===== src/rtl/chan_dispatch_if.sv =====
// Producer/consumer bundle for chan_dispatch: one input word handshake plus 32 output slot handshakes.
// CHAN_DISPATCH_BCAST_EN adds the in_bcast request line.
interface chan_dispatch_if #(
  parameter int W = 20,
  parameter int N = 32
);
  localparam int SW = $clog2(N);

  logic                  in_valid;
  logic                  in_ready;
  logic [SW-1:0]         in_sel;
  logic [W-1:0]          in_data;
`ifdef CHAN_DISPATCH_BCAST_EN
  logic                  in_bcast;
`endif
  logic [N-1:0]          out_valid;
  logic [N-1:0]          out_ready;
  logic [N-1:0][W-1:0]   out_data;

`ifdef CHAN_DISPATCH_BCAST_EN
  modport master (
    output in_valid, in_sel, in_data, in_bcast, out_ready,
    input  in_ready, out_valid, out_data
  );
  modport slave (
    input  in_valid, in_sel, in_data, in_bcast, out_ready,
    output in_ready, out_valid, out_data
  );
`else
  modport master (
    output in_valid, in_sel, in_data, out_ready,
    input  in_ready, out_valid, out_data
  );
  modport slave (
    input  in_valid, in_sel, in_data, out_ready,
    output in_ready, out_valid, out_data
  );
`endif
endinterface


===== src/rtl/chan_dispatch.sv =====
// Registered 32-channel word dispatcher: each input word lands in the holding slot of its channel.
// Optional broadcast (all slots at once) is enabled by defining CHAN_DISPATCH_BCAST_EN.
module chan_dispatch #(
  parameter int W = 20,
  parameter int N = 32
) (
  input  logic               clk,
  input  logic               rst,
  chan_dispatch_if.slave     bus,
  output logic [5:0]         occupancy,
  output logic [15:0]        accept_cnt
);
  localparam int SW = $clog2(N);

  logic [N-1:0]        full_reg;
  logic [N-1:0]        full_next;
  logic [N-1:0][W-1:0] data_reg;
  logic [N-1:0]        drain;
  logic [N-1:0]        load;
  logic [5:0]          occupancy_reg;
  logic [5:0]          occupancy_next;
  logic [15:0]         accept_cnt_reg;
  logic                bcast;
  logic                ready;
  logic                accept;

`ifdef CHAN_DISPATCH_BCAST_EN
  assign bcast = bus.in_bcast;
`else
  assign bcast = 1'b0;
`endif

  // Unicast may reuse a slot being drained this cycle; broadcast waits for every slot to be empty.
  always_comb begin
    ready = 1'b0;
    if (rst) begin
      ready = 1'b0;
    end else if (bcast) begin
      ready = (occupancy_reg == 6'd0);
    end else begin
      ready = ~full_reg[bus.in_sel] | bus.out_ready[bus.in_sel];
    end
  end

  assign accept       = bus.in_valid & ready;
  assign bus.in_ready = ready;

  genvar gi;
  generate
    for (gi = 0; gi < N; gi++) begin : g_slot
      assign drain[gi]     = full_reg[gi] & bus.out_ready[gi];
      assign load[gi]      = accept & (bcast | (bus.in_sel == SW'(gi)));
      assign full_next[gi] = load[gi] | (full_reg[gi] & ~drain[gi]);

      always_ff @(posedge clk) begin
        if (rst) begin
          full_reg[gi] <= 1'b0;
          data_reg[gi] <= '0;
        end else begin
          full_reg[gi] <= full_next[gi];
          if (load[gi]) begin
            data_reg[gi] <= bus.in_data;
          end
        end
      end
    end
  endgenerate

  // Counting the next full vector keeps occupancy exact under any mix of drains and refills.
  always_comb begin
    occupancy_next = 6'd0;
    for (int i = 0; i < N; i++) begin
      occupancy_next = occupancy_next + 6'(full_next[i]);
    end
  end

  always_ff @(posedge clk) begin
    if (rst) begin
      occupancy_reg  <= 6'd0;
      accept_cnt_reg <= 16'd0;
    end else begin
      occupancy_reg <= occupancy_next;
      if (accept) begin
        accept_cnt_reg <= accept_cnt_reg + 16'd1;
      end
    end
  end

  assign bus.out_valid = full_reg;
  assign bus.out_data  = data_reg;
  assign occupancy     = occupancy_reg;
  assign accept_cnt    = accept_cnt_reg;
endmodule


===== src/flat_wrapper.sv =====
// flat-port wrapper written by rule: the top's interface ports become plain ports
module chan_dispatch_flat 
#(
  parameter int W = 20,
  parameter int N = 32
)
  (clk, rst, occupancy, accept_cnt, bus_in_valid, bus_in_sel, bus_in_data, bus_out_ready, bus_in_ready, bus_out_valid, bus_out_data);
  chan_dispatch_if #(.W(W), .N(N)) bus_i ();
  input  logic clk;
  input  logic rst;
  output logic [5:0] occupancy;
  output logic [15:0] accept_cnt;
  input wire logic [$bits(bus_i.in_valid)-1:0] bus_in_valid;
  input wire logic [$bits(bus_i.in_sel)-1:0] bus_in_sel;
  input wire logic [$bits(bus_i.in_data)-1:0] bus_in_data;
  input wire logic [$bits(bus_i.out_ready)-1:0] bus_out_ready;
  output wire logic [$bits(bus_i.in_ready)-1:0] bus_in_ready;
  output wire logic [$bits(bus_i.out_valid)-1:0] bus_out_valid;
  output wire logic [$bits(bus_i.out_data)-1:0] bus_out_data;
  assign bus_i.in_valid = bus_in_valid;
  assign bus_i.in_sel = bus_in_sel;
  assign bus_i.in_data = bus_in_data;
  assign bus_i.out_ready = bus_out_ready;
  assign bus_in_ready = bus_i.in_ready;
  assign bus_out_valid = bus_i.out_valid;
  assign bus_out_data = bus_i.out_data;
  chan_dispatch #(.W(W), .N(N)) u_core (.clk(clk), .rst(rst), .bus(bus_i), .occupancy(occupancy), .accept_cnt(accept_cnt));
endmodule

===== config.mk =====
export PLATFORM = sky130hd
export DESIGN_NAME = chan_dispatch_flat
export DESIGN_NICKNAME = d
export VERILOG_FILES = /design/src/rtl/chan_dispatch_if.sv /design/src/rtl/chan_dispatch.sv /design/src/flat_wrapper.sv
export SDC_FILE = /design/constraint.sdc
export NUM_CORES = 1
export LEC_CHECK = 0
export CAP_MARGIN = 40
export CORE_AREA = 2 2 291 293
export CTS_CLUSTER_DIAMETER = 40
export DETAILED_ROUTE_END_ITERATION = 7
export DIE_AREA = 0 0 293 295
export GPL_TIMING_DRIVEN = 0
export PLACE_DENSITY = 0.7
export SKIP_CTS_REPAIR_TIMING = 1
export SLEW_MARGIN = 40
export SYNTH_ARGS = -nofsm -noshare
export SYNTH_HDL_FRONTEND = slang
export SYNTH_SLANG_ARGS = --single-unit

===== constraint.sdc =====
create_clock -name clk -period 11.5 [get_ports clk]
set_input_delay 2.3 -clock clk [delete_from_list [all_inputs] [get_ports clk]]
set_output_delay 2.3 -clock clk [all_outputs]
set_load 0.01 [all_outputs]

==> run metrics <==
status=finished clean; deepest clock path buffer count=3; Net Count, Synth=2729; Tmin final=9.80 ns; P&R area growth vs syn=45.0%; synthesized area=28300 um^2; fin crit share=around 85%; WP data required=12.01 ns; kind of critical path=in2reg; total grt overflow=0; Post-synth ARST share=0%; DRC Markers=0; Die H=approximately 300 um; most common cell after layout, fill and taps aside=clkdlybuf4s50_1; footprint of the multi-input gates=13100 um^2; I/O pin cnt=755; Hold Worst Slack=0.471 ns; critical path fanouts, max=10; RSZ-0062 raised after global routing=no; DR iter-0 viols=about 1.2k; max-cap viol count=0; antenna violations before repair=10; hold_sp=u_core.bus.out_data[175]; vias=23.0k; Port Buffers=752; Clock Skews=0.0426 ns; Leak Pwr=17.1 nW; Initial Utilization=34.1%; CTS buffer count=105; Worst IR Drop VDD=0.114 mV; PD cells=149 nW/um^2; share of the synthesized area in the top cell type=around half; CTS H-tree lvls=3; hold depth=2; HP Class=reg2reg; R2R cell count=24; row cnt=106; EDFF count, synth=0; Crit. End Element=flop; worst slew pin tran=0.934 ns; final worst slack=1.70 ns; via count of the first global-routing pass=22.8k; final setup vio count=0; Layout Cells excl Fill=4676; Setup TNS=0 ns; storage element area=13900 um^2; Avg Cell Area, Syn=10.7 um^2; routability cong.=slightly above 0.9; worst slack, placed=1.19 ns; fin nets=3588; vias per cell=4.92; FF+latch count, synth=694; share of layout cells above drive strength 1=roughly a tenth; clk sinks=694; filler instances=between 7k and 8k; Avg WL per Cell=25.6 um; Synth area leaders=dfxtp_1 49%, mux2i_1 21%, nand2b_1 14%; critical path arrival=roughly 10 ns; R2R Path Start=u_core.bus.out_valid[5]; DPL Wire Length=91000 um; die width=293 um; CTS tree=built; Max-slew headroom=a little under two fifths; leading area contributor after synthesis=dfxtp_1; Worst-Skew Late Latency=approximately 0.67 ns; Placed Cells=roughly 4.5k; sequential area share after synthesis=49.1%; Worst setup SP type=primary input; Clk pin slew, worst setup/hold paths=0.06 ns; max reg flops=640; post-route ant nets=0; Post-Route WL=120000 um; Hold EP=u_core.bus.out_data[175]; pins over their slew limit=0; full die area=86400 um^2; most frequent cells in the layout=752 x clkdlybuf4s50_1, 694 x dfxtp_1, 644 x nand2b_1; first-pass GRT wire length=167000 um; R2R Setup Slk=3.96 ns; Worst R2R End=u_core.occupancy[4]; Syn Inst Count=around 2.6k; Core ar.=just over 80000 um^2; Final Hold Fails=0; Synth Flop Type=dfxtp_1; Clock Root Buffer=clkbuf_16; Synthesis Warnings=0; count of cell types in the netlist=47; largest net degree at the start of global routing=16; GRT Total Usage=26.7%; Tot Pwr=6.12 mW; max frequency=~100 MHz; TritonRoute pass-1 iters=5
-- final cells by class --
type                    count  area share (%)
well taps                1080            3.29
clock inverters            69            2.34
plain buffers             243            3.02
clock buffers             124            6.89
repair buffers            752            18.3
inverters                  35           0.320
diodes                     15          0.0914
flip-flops and latches    694            33.8
multi-input cells        1664            31.9
-- critical path, cell delays in order --
cell and delay, ns:
clkdlybuf4s50_1 0.46, clkbuf_1 0.31, nor2_1 0.55, a22oi_1 0.15, and3_2 0.29, o22ai_2 0.37, buf_6 0.22, or3_1 0.23
buf_2 0.26, buf_6 0.25, nand2_1 0.08, ha_1 0.32, fa_1 0.50, fa_1 0.53, fa_1 0.52, fa_1 0.54
fa_1 0.58, fa_1 0.47, fa_1 0.46, inv_1 0.09, fa_1 0.21, inv_1 0.05, a21o_1 0.17, a21oi_1 0.17
xor2_1 0.16, nor2_1 0.05
-- through the flow --
| stage | utilization, % | cell area, um^2 |
|---|---|---|
| floorplan | - | 28300 |
| global placement | 44.7 | 37200 |
| detailed placement | 44.8 | 37200 |
| CTS | 49.3 | 41000 |
| global route | 49.4 | 41100 |
| finish | 49.4 | 41100 |
-- worst max path at each step --
stage | start | endpoint
floorplan | bus_in_sel[0] | u_core.occupancy[4]
global placement | bus_in_sel[2] | u_core.occupancy[4]
detailed placement | bus_in_sel[2] | u_core.occupancy[4]
CTS | bus_in_sel[2] | u_core.occupancy[4]
global route | bus_in_sel[2] | u_core.occupancy[4]
finish | bus_in_sel[2] | u_core.occupancy[4]
-- cell usage after synthesis (all sizes together), types with 14 or more instances --
cell type and n:
a21oi 74, buf 84, clkbuf 159, dfxtp 694
fa 24, inv 35, mux2i 602, mux4 14
nand2 42, nand2b 644, nand3 64, nor2 23
nor2b 19, o21ai 50
-- cell families (layout without fill, tap and decap cells) --
kind of cell,Yosys count,count (layout),share of synthesized area [%]
AOI/OAI and AO/OA,141,141,2.76
xor gates and xnor gates,4,4,0.124
adders and majority gates,33,33,2.09
buffers and inverters,278,1223,4.76
DFF,694,694,49.1
muxes,622,622,22.6
other,0,15,0
and+or+nand+nor,864,864,18.6
-- where the power goes --
| group | total, mW | switching, mW | leakage, nW | internal, mW |
|---|---|---|---|---|
| sequential | 2.42 | 0.00700 | 5.59 | 2.42 |
| clock | 3.40 | 1.28 | 1.83 | 2.13 |
| combinational | 0.293 | 0.184 | 9.67 | 0.110 |
| total | 6.12 | 1.47 | 17.1 | 4.65 |
-- metal layers --
layer / global-route usage (%) / up-vias / part of all wire [%]
met5: 0 / - / 0
li1: - / 10500 / -
met4: 10.3 / 0 / 3.6
met2: 44.5 / 923 / 47
met1: 33.6 / 11400 / 42
met3: 6.17 / 204 / 7.2
No activity file was read; power rests on OpenSTA's default activity.
